<file path="config.mk">
export PLATFORM = sky130hd
export DESIGN_NAME = loteria_multi_flat
export DESIGN_NICKNAME = d
export VERILOG_FILES = /design/src/rtl/loteria_multi_pkg.sv /design/src/rtl/loteria_multi_if.sv /design/src/rtl/loteria_multi_seg7.sv /design/src/rtl/loteria_multi.sv /design/src/flat_wrapper.sv
export SDC_FILE = /design/constraint.sdc
export NUM_CORES = 1
export LEC_CHECK = 0
export BUFFER_PORTS_ARGS = -buffer_cell sky130_fd_sc_hd__buf_4
export CORE_MARGIN = 3
export CORE_UTILIZATION = 57
export DETAILED_ROUTE_END_ITERATION = 8
export PLACE_DENSITY = 0.88
export SLEW_MARGIN = 20
export SYNTH_ARGS = -nofsm -noshare
export SYNTH_HDL_FRONTEND = slang
export SYNTH_SLANG_ARGS = --single-unit
</file>
<file path="constraint.sdc">
create_clock -name clk -period 6.5 [get_ports clk]
set_clock_uncertainty 0.1 [all_clocks]
set_input_delay 0.65 -clock clk [delete_from_list [all_inputs] [get_ports clk]]
set_output_delay 0.65 -clock clk [all_outputs]
set_load 0.02 [all_outputs]
</file>
<file path="src/rtl/loteria_multi_pkg.sv">
// Shared types and seven-segment constants for the lottery-entry engine.
// Segment bit order is g,f,e,d,c,b,a (bit 6 down to bit 0), active low.
package loteria_pkg;

    typedef enum logic [2:0] {
        IDLE,
        ENTRY,
        WAIT_FIN,
        EVAL,
        SHOW
    } state_e;

    localparam logic [6:0] SEG_DIG [0:9] = '{
        7'b1000000, 7'b1111001, 7'b0100100, 7'b0110000, 7'b0011001,
        7'b0010010, 7'b0000010, 7'b1111000, 7'b0000000, 7'b0010000
    };
    localparam logic [6:0] SEG_DASH = 7'b0111111;
    localparam logic [6:0] SEG_P    = 7'b0001100;

endpackage

</file>
<file path="src/rtl/loteria_multi_if.sv">
// Keypad inputs and display/result outputs of the lottery engine.
// The master side drives the keys; the slave side is the engine.
interface loteria_multi_if #(
    parameter int DIGITS = 5
);
    logic [3:0]          num;
    logic                insert;
    logic                finish;
    logic                prog;
    logic [7*DIGITS-1:0] seg_digits;
    logic [6:0]          seg_prize;
    logic                win;
    logic [1:0]          prize;
    logic                reject;
    logic [7:0]          wins;
    logic                busy;

    modport master (
        output num, insert, finish, prog,
        input  seg_digits, seg_prize, win, prize, reject, wins, busy
    );

    modport slave (
        input  num, insert, finish, prog,
        output seg_digits, seg_prize, win, prize, reject, wins, busy
    );
endinterface

</file>
<file path="src/rtl/loteria_multi_seg7.sv">
// BCD to active-low seven-segment decoder with a forced-dash override.
// Values above 9 also render as a dash.
module seg7_dec
    import loteria_pkg::*;
(
    input  logic [3:0] val_i,
    input  logic       dash_i,
    output logic [6:0] seg_o
);

    always_comb begin
        seg_o = SEG_DASH;
        if (!dash_i && (val_i <= 4'd9)) begin
            seg_o = SEG_DIG[val_i];
        end
    end

endmodule

</file>
<file path="src/rtl/loteria_multi.sv">
// Lottery-entry engine: collects a BCD guess, scores it by longest run of
// positional matches against a programmable secret, and drives the displays.
module loteria_multi
    import loteria_pkg::*;
#(
    parameter int                  DIGITS = 5,
    parameter logic [4*DIGITS-1:0] SECRET = 20'h50967,
    parameter int                  RUN2   = DIGITS - 1,
    parameter int                  RUN3   = DIGITS - 2
) (
    input  logic            clk,
    input  logic            reset,
    loteria_multi_if.slave  bus
);

    // states: IDLE wait | ENTRY collecting | WAIT_FIN full, await finish | EVAL score | SHOW result
    localparam int             IW      = $clog2(DIGITS + 1);
    localparam logic [IW-1:0]  RUN_ALL = IW'(DIGITS);
    localparam logic [IW-1:0]  RUN_P2  = IW'(RUN2);
    localparam logic [IW-1:0]  RUN_P3  = IW'(RUN3);
    localparam logic [IW-1:0]  IDX_LAST = IW'(DIGITS - 1);

    state_e                 state_q, state_d;
    logic [IW-1:0]          idx_q, idx_d;
    logic                   mode_q, mode_d;
    logic [DIGITS-1:0][3:0] guess_q, guess_d;
    logic [DIGITS-1:0][3:0] secret_q, secret_d;
    logic [1:0]             prize_q, prize_d;
    logic                   win_q, win_d;
    logic                   reject_q, reject_d;
    logic [7:0]             wins_q, wins_d;
    logic                   insert_dly_q, finish_dly_q;

    logic                   ins_ev, fin_ev, num_ok;
    logic [IW-1:0]          run, cur;
    logic [1:0]             tier;
    logic [7*DIGITS-1:0]    seg_all;

    assign ins_ev = bus.insert & ~insert_dly_q;
    assign fin_ev = bus.finish & ~finish_dly_q;
    assign num_ok = (bus.num <= 4'd9);

    always_ff @(posedge clk) begin
        if (reset) begin
            state_q      <= IDLE;
            idx_q        <= '0;
            mode_q       <= 1'b0;
            guess_q      <= '0;
            secret_q     <= SECRET;
            prize_q      <= 2'd0;
            win_q        <= 1'b0;
            reject_q     <= 1'b0;
            wins_q       <= 8'd0;
            insert_dly_q <= 1'b0;
            finish_dly_q <= 1'b0;
        end else begin
            state_q      <= state_d;
            idx_q        <= idx_d;
            mode_q       <= mode_d;
            guess_q      <= guess_d;
            secret_q     <= secret_d;
            prize_q      <= prize_d;
            win_q        <= win_d;
            reject_q     <= reject_d;
            wins_q       <= wins_d;
            insert_dly_q <= bus.insert;
            finish_dly_q <= bus.finish;
        end
    end

    // Digit i of guess/secret lives in element DIGITS-1-i (digit 0 is the MS nibble).
    always_comb begin
        cur = '0;
        run = '0;
        for (int i = 0; i < DIGITS; i++) begin
            if (guess_q[i] == secret_q[i]) begin
                cur = cur + IW'(1);
            end else begin
                cur = '0;
            end
            if (cur > run) begin
                run = cur;
            end
        end
    end

    always_comb begin
        tier = 2'd0;
        if (run == RUN_ALL) begin
            tier = 2'd1;
        end else if (run >= RUN_P2) begin
            tier = 2'd2;
        end else if (run >= RUN_P3) begin
            tier = 2'd3;
        end
    end

    always_comb begin
        state_d  = state_q;
        idx_d    = idx_q;
        mode_d   = mode_q;
        guess_d  = guess_q;
        secret_d = secret_q;
        prize_d  = prize_q;
        win_d    = win_q;
        wins_d   = wins_q;
        reject_d = 1'b0;

        unique case (state_q)
            IDLE, SHOW: begin
                if (ins_ev) begin
                    if (num_ok) begin
                        mode_d              = bus.prog;
                        guess_d[DIGITS-1]   = bus.num;
                        idx_d               = IW'(1);
                        state_d             = ENTRY;
                    end else begin
                        reject_d = 1'b1;
                    end
                end
            end
            ENTRY: begin
                if (ins_ev) begin
                    if (num_ok) begin
                        for (int i = 0; i < DIGITS; i++) begin
                            if (idx_q == IW'(i)) begin
                                guess_d[DIGITS-1-i] = bus.num;
                            end
                        end
                        idx_d = idx_q + IW'(1);
                        if (idx_q == IDX_LAST) begin
                            state_d = WAIT_FIN;
                        end
                    end else begin
                        reject_d = 1'b1;
                    end
                end
            end
            WAIT_FIN: begin
                // a simultaneous insert swallows the finish
                if (fin_ev && !ins_ev) begin
                    if (mode_q) begin
                        secret_d = guess_q;
                        idx_d    = '0;
                        state_d  = IDLE;
                    end else begin
                        state_d = EVAL;
                    end
                end
            end
            EVAL: begin
                prize_d = tier;
                win_d   = (tier != 2'd0);
                if (tier != 2'd0) begin
                    wins_d = wins_q + 8'd1;
                end
                state_d = SHOW;
            end
            default: state_d = IDLE;
        endcase
    end

    for (genvar g = 0; g < DIGITS; g++) begin : g_dig
        logic shown;
        assign shown = (IW'(g) < idx_q) && !mode_q;
        seg7_dec u_dec (
            .val_i  (guess_q[DIGITS-1-g]),
            .dash_i (!shown),
            .seg_o  (seg_all[7*g +: 7])
        );
    end

    seg7_dec u_prize (
        .val_i  ({2'b00, prize_q}),
        .dash_i (1'b0),
        .seg_o  (bus.seg_prize)
    );

    assign bus.seg_digits = seg_all;
    assign bus.win        = win_q;
    assign bus.prize      = prize_q;
    assign bus.reject     = reject_q;
    assign bus.wins       = wins_q;
    assign bus.busy       = (state_q == ENTRY) || (state_q == WAIT_FIN);

endmodule

</file>
<file path="src/flat_wrapper.sv">
// flat-port wrapper written by rule: the top's interface ports become plain ports
module loteria_multi_flat import loteria_pkg::*;
#(
    parameter int                  DIGITS = 5,
    parameter logic [4*DIGITS-1:0] SECRET = 20'h50967,
    parameter int                  RUN2   = DIGITS - 1,
    parameter int                  RUN3   = DIGITS - 2
)
  (clk, reset, bus_num, bus_insert, bus_finish, bus_prog, bus_seg_digits, bus_seg_prize, bus_win, bus_prize, bus_reject, bus_wins, bus_busy);
  loteria_multi_if #(.DIGITS(DIGITS)) bus_i ();
  input  logic clk;
  input  logic reset;
  input wire logic [$bits(bus_i.num)-1:0] bus_num;
  input wire logic [$bits(bus_i.insert)-1:0] bus_insert;
  input wire logic [$bits(bus_i.finish)-1:0] bus_finish;
  input wire logic [$bits(bus_i.prog)-1:0] bus_prog;
  output wire logic [$bits(bus_i.seg_digits)-1:0] bus_seg_digits;
  output wire logic [$bits(bus_i.seg_prize)-1:0] bus_seg_prize;
  output wire logic [$bits(bus_i.win)-1:0] bus_win;
  output wire logic [$bits(bus_i.prize)-1:0] bus_prize;
  output wire logic [$bits(bus_i.reject)-1:0] bus_reject;
  output wire logic [$bits(bus_i.wins)-1:0] bus_wins;
  output wire logic [$bits(bus_i.busy)-1:0] bus_busy;
  assign bus_i.num = bus_num;
  assign bus_i.insert = bus_insert;
  assign bus_i.finish = bus_finish;
  assign bus_i.prog = bus_prog;
  assign bus_seg_digits = bus_i.seg_digits;
  assign bus_seg_prize = bus_i.seg_prize;
  assign bus_win = bus_i.win;
  assign bus_prize = bus_i.prize;
  assign bus_reject = bus_i.reject;
  assign bus_wins = bus_i.wins;
  assign bus_busy = bus_i.busy;
  loteria_multi #(.DIGITS(DIGITS), .SECRET(SECRET), .RUN2(RUN2), .RUN3(RUN3)) u_core (.clk(clk), .reset(reset), .bus(bus_i));
endmodule
</file>
==> flow_metrics.tcl, run 1 <==
set metrics [dict create \
    wl_mm 10.9 \
    clkTransAtPathRegs_ns 0.08 \
    cts_buffers 9 \
    synth.avg_cell_area_um2 7.89 \
    rsz0062_at_grt "no" \
    cts_tree "done" \
    crit_start "u_core.guess_q[0]$_SDFFE_PP0P_" \
    vias 4189 \
    routabilityCongestion 0.907 \
    overflow 0 \
    critPathCaptureType "register" \
    cp_max_fo 8 \
    regArea_mm2 0.00122 \
    start_util 0.603 \
    core_mm2 0.00741 \
    rows 31 \
    htreeDepth 3 \
    cts_buffer_depth 2 \
    synth_flop_cell "dfxtp_1" \
    drc 0 \
    dieArea_mm2 0.00894 \
    clockRootBuffer "clkbuf_8" \
    power_density_mw_per_mm2 159 \
    ys_async_sr_fraction 0 \
    r2r-end "u_core.bus.wins[7]$_SDFFE_PP0P_" \
    drv_cap 0 \
    area_growth_pct 15.8 \
    drtAntennaViolNets 0 \
    vias_per_cell 5.85 \
    final.period_utilization 0.934 \
    synth_warnings 0 \
    synth_nets 617 \
    crit_top_cell "ha_1" \
    fmaxAchievable_mhz 165 \
    rrSetupSlack_ns 0.43 \
    worstSetupStartpointType "register" \
    worstMarginPinSlew_ns 1.17 \
    grt_max_degree 59 \
    r2r-start "u_core.guess_q[0]$_SDFFE_PP0P_" \
    hpwlAfterDp_mm 7.79 \
    ys_seq_area_frac 0.273 \
    cts_sinks 61 \
    synth_area_mm2 0.00447 \
    fin_crit_ns 6.07 \
    clock_latency_ns 0.36 \
    leakage_nw 2.15 \
    worst-r2r-cell-count 25 \
    antenna_found_initial 0 \
    dp_slack_ns 0.0971 \
    critPathCapture "u_core.bus.wins[7]$_SDFFE_PP0P_" \
    tns_ns 0 \
    slowest_stage "dfxtp_1" \
    ys_ff_latch 61 \
    die_x_um 94.5 \
    die_h_um 94.5 \
    slew_violations 0 \
    drive_gt1_frac 0.175 \
    wire_per_inst_um 15.3 \
    final_util 0.698 \
    arrival_ns 6.21 \
    hold_viol_final 0 \
    antenna_cells 0 \
    grt_pass1_vias 3855 \
    whs_path_depth 2 \
    synth_cells 566 \
    port_buffers 62 \
    status "finished, final reports clean" \
    setup_slack_ns 0.430 \
    io_pins 64 \
    holdBufCountCts 0 \
    whs_ns 0.373 \
    hp-class "reg -> reg" \
    grt_pass1_wl_mm 17.8 \
    vdd_drop_max_v 0.000162 \
    drt_first_iter_violations 297 \
    setup_viol 0 \
    grt_usage 0.247 \
    yosysUniqueCellTypes 63 \
    synth_edf_count 0 \
    fin_nets 663 \
    dr.pass1.iters 5 \
    critical_path_class "reg -> reg" \
    cp.required_ns 6.64 \
    cpPeakStageDelay_ns 0.45 \
    slew_headroom 0.219 \
    multi_input_area_mm2 0.00302 \
    fillers 605 \
]
==> registers in the layout, summed over array words and instances, names as in the netlist <==
signal,cells
u_core.state_q,3
u_core.secret_q,20
u_core.bus.wins,8
u_core.bus.reject,1
u_core.guess_q,20
u_core.insert_dly_q,1
u_core.bus.win,1
u_core.idx_q,3
u_core.mode_q,1
u_core.bus.prize,2
u_core.finish_dly_q,1
==> worst max-delay path, delay by kind of cell, from the launching register on <==
family / cells / cell delay [ns]
AO/OA/AOI/OAI: 10 / 2.12
adder cells (fa/ha/maj): 5 / 1.46
AND/OR/NAND/NOR: 5 / 1.03
flip-flops: 1 / 0.45
multiplexers: 1 / 0.35
buffers and inverters: 3 / 0.24
XOR/XNOR: 1 / 0.20
==> where the power goes <==
| part | switching (W) | internal (W) | total (W) |
|---|---|---|---|
| sequential | 0.0000104 | 0.000378 | 0.000389 |
| combinational | 0.0000481 | 0.0000299 | 0.0000780 |
| clock | 0.000165 | 0.000189 | 0.000354 |
| total | 0.000224 | 0.000597 | 0.000821 |
==> layer usage <==
metal  global-route usage  wire length (um)  vias to the layer above  share of wire
met5                    0                 0                        -              0
met4               0.0925               212                        0          0.019
met3               0.0462               631                       28          0.058
met2                0.423              5400                      132           0.49
met1                0.309              4690                     1974           0.43
li1                     -                 -                     2055              -
==> placed cells by master (no fill, tap or decap), types with 9 or more instances in the layout <==
master / count
buf_4: 65
nor2_1: 62
mux2i_1: 21
inv_1: 30
nand3_1: 22
a21oi_1: 47
clkbuf_8: 10
nor2b_1: 17
nand2_1: 69
dfxtp_1: 59
o211ai_1: 10
xor2_1: 14
o21ai_0: 29
ha_1: 42
nand2b_1: 9
==> worst min path at each step <==
stage	endpoint	slack (ns)	startpoint
final	u_core.secret_q[10]$_SDFFE_PP0P_	0.37	u_core.secret_q[10]$_SDFFE_PP0P_
after detailed placement	u_core.secret_q[10]$_SDFFE_PP0P_	0.36	u_core.secret_q[10]$_SDFFE_PP0P_
after CTS	u_core.secret_q[10]$_SDFFE_PP0P_	0.37	u_core.secret_q[10]$_SDFFE_PP0P_
after global placement	u_core.secret_q[15]$_SDFFE_PP0P_	0.35	u_core.secret_q[15]$_SDFFE_PP0P_
after global routing	u_core.secret_q[10]$_SDFFE_PP0P_	0.39	u_core.secret_q[10]$_SDFFE_PP0P_
after floorplan	u_core.secret_q[14]$_SDFFE_PP0P_	0.35	u_core.secret_q[14]$_SDFFE_PP0P_
==> cells in the mapped netlist, types with 14 or more instances <==
| master | number | area share |
|---|---|---|
| o21ai_0 | 30 | 0.034 |
| mux2i_1 | 21 | 0.047 |
| nor2b_1 | 17 | 0.024 |
| xor2_1 | 14 | 0.027 |
| nand3_1 | 22 | 0.025 |
| dfxtp_1 | 61 | 0.27 |
| inv_1 | 30 | 0.025 |
| clkbuf_1 | 19 | 0.016 |
| nor2_1 | 62 | 0.052 |
| ha_1 | 42 | 0.12 |
| a21oi_1 | 47 | 0.053 |
| nand2_1 | 69 | 0.058 |
==> through the flow <==
step | total power, W | area, um2 | std cells
final | 0.000821 | 5170 | 716
after global routing | 0.000845 | 5170 | 716
after CTS | 0.000821 | 5140 | 715
after detailed placement | 0.000474 | 4940 | 699
after global placement | 0.000472 | 4940 | 699
after floorplan | 0.000446 | 4470 | 566
==> cell families after synthesis <==
kind of cell,count (synthesis),share of synthesized area
compound gates,129,0.192
xor+xnor,23,0.0468
fa+ha+maj,42,0.118
buf+inv,60,0.0557
flops,61,0.273
mux,27,0.0622
other cells,1,0.000839
simple gates,223,0.252
==> area by class of cell <==
class                      count  area share
multi-input combinational    445       0.583
sequential                    61       0.237
timing repair buffer          65      0.0943
clock buffer                  10      0.0266
tap                           99      0.0239
inverter                      30      0.0218
clock inverter                 6      0.0135
==> timing repair <==
action | in CTS | in global routing
setup endpoints to repair | 0 | 11
gates resized for setup | 0 | 6
buffers inserted | 0 | 1
Note: power is estimated with default switching activity, not from simulation.
==> inputs of run 2 (changes only) <==
==> constraint.sdc (replaced) <==
create_clock -name clk -period 5.8 [get_ports clk]
set_clock_uncertainty 0.1 [all_clocks]
set_input_delay 0.58 -clock clk [delete_from_list [all_inputs] [get_ports clk]]
set_output_delay 0.58 -clock clk [all_outputs]
set_load 0.02 [all_outputs]
==> run 2 against run 1 <==
  * Final cell count up 2.2%
  * Count of clock-buffer cells in the layout rose by 1
  * Sequential power up 12%
  * Maximum frequency increased by 5.2%
  * Largest cell class unchanged
==> flow_metrics.tcl, run 2 (synthesized netlist as in run 1, its figures left out) <==
set metrics [dict create \
    final_common_cell "buf_4" \
    htreeDepth 3 \
    core_mm2 0.00741 \
    p_seq_frac 0.475 \
    switchingPower_w 0.000247 \
    power_w 0.000917 \
    drv_cap 0 \
    antenna_found_initial 0 \
    drive_gt1_frac 0.232 \
    p_sw_frac 0.269 \
    drt_first_iter_violations 320 \
    worstSetupStartpointType "register" \
    power_density_mw_per_mm2 168 \
    hpwlAfterDp_mm 8.17 \
    fillers 529 \
    instances_no_fill 732 \
    dp_cells 708 \
    cts_tree "done" \
    antenna_cells 0 \
    critPathCaptureType "register" \
    cpPeakStageDelay_ns 0.45 \
    clockRootBuffer "clkbuf_8" \
    grt_busiest_layer "met2" \
    hp-class "in -> reg" \
    fin_crit_ns 5.77 \
    cts_sinks 61 \
    hold_viol_final 0 \
    routabilityCongestion 0.987 \
    dieArea_mm2 0.00894 \
    drtAntennaViolNets 0 \
    io_pins 64 \
    overflow 0 \
    crit_start "u_core.guess_q[4]$_SDFFE_PP0P_" \
    wl_mm 12.7 \
    slew_headroom 0.460 \
    rrSetupSlack_ns 0.03 \
    power_frac_clock 0.423 \
    die_h_um 94.5 \
    grt_max_degree 59 \
    layout_common_cells "buf_4 (80), nand2_1 (69), nor2_1 (59)" \
    critical_path_class "reg -> reg" \
    start_util 0.603 \
    worstMarginPinSlew_ns 0.808 \
    arrival_ns 5.90 \
    cts_buffer_depth 2 \
    clkTransAtPathRegs_ns 0.07 \
    r2r-start "u_core.guess_q[4]$_SDFFE_PP0P_" \
    drc 0 \
    setup_viol 0 \
    vdd_drop_max_v 0.000172 \
    rows 31 \
    port_buffers 62 \
    crit_top_cell "ha_1" \
    fin_nets 679 \
    holdBufCountCts 0 \
    grtUsageMet3 0.0622 \
    clock_latency_ns 0.35 \
    cp_max_fo 6 \
    grt_pass1_vias 4036 \
    fmaxAchievable_mhz 173 \
    use_met1 0.310 \
    final.period_utilization 0.995 \
    slew_violations 0 \
    vias_per_cell 6.08 \
    grt_util_met2 0.437 \
    slowest_stage "dfxtp_1" \
    vias 4450 \
    die_x_um 94.5 \
    dr.pass1.iters 5 \
    intPower_w 0.000670 \
    status "finished, final reports clean" \
    leakage_nw 2.26 \
    grt_usage 0.257 \
    wire_per_inst_um 17.3 \
    grt_pass1_wl_mm 18.4 \
    cp.required_ns 5.93 \
    p_comb_frac 0.102 \
    cts_buffers 9 \
    worstHoldStart "bus_finish" \
    area_growth_pct 22.1 \
]
[run 2: cell types whose count changed in the layout (fill, tap and decap cells not counted), sizes merged]
cell	change
clkbuf	+1
buf	+16
clkinvlp	-1
[run 2: area by class of cell]
class	count	area (um2)	area share
Clock inverter	5	58.8	0.0108
Multi-Input combinational cell	445	3180	0.582
Tap cell	99	124	0.0227
Sequential cell	61	1230	0.225
Timing Repair Buffer	81	612	0.112
Inverter	30	113	0.0206
Clock buffer	11	141	0.0259
[run 2: final timing paths]
kind                                 endpoint  depth (start not counted)
max           u_core.bus.wins[7]$_SDFFE_PP0P_                         28
min            u_core.finish_dly_q$_SDFF_PP0_                          2
min reg2reg  u_core.secret_q[19]$_SDFFE_PP0P_                          2
max reg2reg   u_core.bus.wins[7]$_SDFFE_PP0P_                         28
[run 2: stage by stage]
stage / area (um2) / TNS, ns / setup slack, ns / util / hold WS, ns
6_report: 5460 / 0 / 0.0275 / 0.737 / 0.356
5_1_grt: 5460 / -0.742 / -0.133 / 0.737 / 0.376
4_1_cts: 5220 / 0 / 0.00757 / 0.705 / 0.346
3_5_place_dp: 5010 / -0.0843 / -0.0843 / 0.676 / 0.360
3_3_place_gp: 5000 / 0 / 0.202 / 0.676 / 0.353
2_1_floorplan: 4470 / 0 / 0.0298 / - / 0.348
[run 2: per-layer routing]
layer	vias to the layer above	share of wire
met1	2084	0.38
met4	0	0.039
met3	59	0.080
met2	219	0.50
li1	2088	-
met5	-	0
[run 2: critical path, delay by kind of cell, from the launching register on]
family | cells | cell delay (ns)
adder cells (fa/ha/maj) | 5 | 1.17
buffers and inverters | 4 | 0.46
flip-flops | 1 | 0.45
XOR/XNOR | 1 | 0.12
AND/OR/NAND/NOR | 9 | 1.42
multiplexers | 1 | 0.34
AO/OA/AOI/OAI | 8 | 1.59
[run 2: power by group through the flow]
| stage | combinational [W] | sequential [W] | clock (W) |
|---|---|---|---|
| floorplan | 0.0000587 | 0.000441 | 0 |
| global placement | 0.0000849 | 0.000444 | 0 |
| detailed placement | 0.0000880 | 0.000445 | 0 |
| CTS | 0.0000892 | 0.000435 | 0.000391 |
| global route | 0.000101 | 0.000436 | 0.000407 |
| finish | 0.0000936 | 0.000435 | 0.000388 |
[run 2: what timing repair did]
action                                  in CTS  in global routing
buffers inserted                             1                  7
pin swaps                                    1                 17
cloned                                       0                  0
gates resized for setup                      3                 38
endpoints found under the setup margin       1                 11
==> inputs of run 3 (changes only) <==
--- a/config.mk
+++ b/config.mk
@@ -5,7 +5,7 @@
 export SDC_FILE = /design/constraint.sdc
 export NUM_CORES = 1
 export LEC_CHECK = 0
-export BUFFER_PORTS_ARGS = -buffer_cell sky130_fd_sc_hd__buf_4
+export BUFFER_PORTS_ARGS = -buffer_cell sky130_fd_sc_hd__buf_2
 export CORE_MARGIN = 3
 export CORE_UTILIZATION = 57
 export DETAILED_ROUTE_END_ITERATION = 8
==> run 3 against run 2 <==
  * Via count shrank 3.4%
  * Design area down 5.0%
  * Sequential share of layout area grew 1.2 points
  * Final cell count fell by 0.55%
  * Wire length is 8.7% lower
  * Largest cell class unchanged
  * Maximum frequency is 3.0% higher
  * First-iteration DRC count fell by 24%
  * Non-clock buffer count fell by 2
  * Critical endpoint unchanged
  * Setup slack improved by 0.17 ns
  * Utilization fell by 3.7 points
  * Critical path depth shrank 1
==> flow_metrics.tcl, run 3 (synthesized netlist as in run 1, its figures left out) <==
set metrics [dict create \
    status "finished, final reports clean" \
    port_buffers 62 \
    leakage_nw 2.20 \
    critical_path_class "reg -> reg" \
    grt_pass1_wl_mm 18.2 \
    clock_latency_ns 0.35 \
    core_mm2 0.00741 \
    io_pins 64 \
    fillers 541 \
    htreeDepth 3 \
    cp_max_fo 8 \
    drv_cap 0 \
    arrival_ns 5.74 \
    dr.pass1.iters 5 \
    antenna_found_initial 0 \
    drc 0 \
    regArea_mm2 0.00123 \
    vdd_drop_max_v 0.000180 \
    dp_cells 710 \
    wire_per_inst_um 15.9 \
    cts_buffers 9 \
    vias_per_cell 5.90 \
    cp.required_ns 5.94 \
    cts_buffer_depth 2 \
    final.period_utilization 0.966 \
    layout_common_cells "nand2_1 (69), buf_2 (62), nor2_1 (59), dfxtp_1 (59), a21oi_1 (47)" \
    start_util 0.603 \
    final_common_cell "nand2_1" \
    slew_violations 0 \
    worstMarginPinSlew_ns 1.04 \
    drt_first_iter_violations 244 \
    multi_input_area_mm2 0.00310 \
    antenna_cells 0 \
    fin_crit_ns 5.60 \
    instances_no_fill 728 \
    wl_mm 11.6 \
    dp_slack_ns -0.0422 \
    grt_pass1_vias 3958 \
    setup_slack_ns 0.195 \
    fmaxAchievable_mhz 178 \
    hpwlAfterDp_mm 8.05 \
    dieArea_mm2 0.00894 \
    fin_nets 677 \
    setup_viol 0 \
    final_util 0.700 \
    hp-class "in -> reg" \
    die_h_um 94.5 \
    critPathCaptureType "register" \
    routabilityCongestion 0.895 \
    power_density_mw_per_mm2 169 \
    grt_usage 0.256 \
    area_growth_pct 16.0 \
    fin_area_mm2 0.00518 \
    cts_sinks 61 \
    rrSetupSlack_ns 0.20 \
    drive_gt1_frac 0.208 \
    rows 31 \
    cts_tree "done" \
    worstSetupStartpointType "register" \
    grt_max_degree 59 \
    place_area_mm2 0.00486 \
    overflow 0 \
    clkTransAtPathRegs_ns 0.07 \
    clockRootBuffer "clkbuf_8" \
    drtAntennaViolNets 0 \
    hold_viol_final 0 \
    slew_headroom 0.307 \
    vias 4298 \
    die_x_um 94.5 \
]
-- run 3: cell count changes in the layout (fill, tap and decap cells not counted), moves of 2 or more --
cell / before / now
nor2b_2: 2 / 0
buf_4: 80 / 17
ha_1: 39 / 41
ha_4: 3 / 1
clkinvlp_4: 2 / 0
nor2b_1: 15 / 17
o21ai_0: 27 / 29
buf_2: 0 / 62
clkbuf_8: 10 / 13
-- run 3: final timing paths --
check | from | to | depth (start not counted)
max | u_core.guess_q[1]$_SDFFE_PP0P_ | u_core.bus.wins[7]$_SDFFE_PP0P_ | 27
min | bus_finish | u_core.finish_dly_q$_SDFF_PP0_ | 2
max reg2reg | u_core.guess_q[1]$_SDFFE_PP0P_ | u_core.bus.wins[7]$_SDFFE_PP0P_ | 27
min reg2reg | u_core.secret_q[7]$_SDFFE_PP0P_ | u_core.secret_q[7]$_SDFFE_PP0P_ | 2
-- run 3: per-stage QoR --
| step | hold WS, ns | power (W) | setup TNS, ns |
|---|---|---|---|
| final | 0.373 | 0.000877 | 0 |
| after detailed placement | 0.359 | 0.000526 | -0.0422 |
| after floorplan | 0.348 | 0.000499 | 0 |
| after global placement | 0.354 | 0.000523 | 0 |
| after global routing | 0.388 | 0.000908 | -0.0539 |
| after CTS | 0.367 | 0.000878 | 0 |
-- run 3: layer usage --
metal  track usage  share of wire
met4        0.0974          0.025
met1         0.306           0.41
met2         0.440           0.51
met5             0              0
met3        0.0629          0.057
-- run 3: area by class of cell --
type	instances	share of cell area
Inverter	30	0.0217
Sequential cell	61	0.237
Multi-Input combinational cell	445	0.597
Clock inverter	1	0.000966
Tap cell	99	0.0239
Clock buffer	13	0.0345
Timing Repair Buffer	79	0.0845
-- run 3: worst max-delay path, cell delays in order, from the launching register on --
cell       delay [ns]
dfxtp_4          0.37
xnor2_2          0.17
and4_4           0.26
inv_1            0.08
ha_1             0.22
ha_1             0.28
inv_1            0.07
nor2_2           0.18
ha_4             0.23
nand4b_1         0.11
o221a_1          0.24
a2bb2oi_2        0.16
ha_1             0.25
nor2b_1          0.14
o21a_1           0.18
o21ai_0          0.15
buf_4            0.17
nand2_1          0.05
o21ai_0          0.08
ha_1             0.29
nor2b_1          0.15
o21ai_2          0.16
a32o_2           0.26
a21oi_1          0.07
a31oi_2          0.27
o21ai_4          0.16
a2111oi_4        0.31
mux2_1           0.35
-- run 3: repair_timing --
item	in CTS	in global routing
pin swaps	0	4
resized for setup	3	18
setup endpoints to repair	1	11
setup buffers	0	4
hold buffers	0	0
-- run 3: where the power goes --
part / leakage (nW) / internal (W) / switching (W)
clock network: 0.0974 / 0.000196 / 0.000162
logic: 1.61 / 0.0000283 / 0.0000558
registers: 0.495 / 0.000424 / 0.0000111
total: 2.20 / 0.000648 / 0.000229
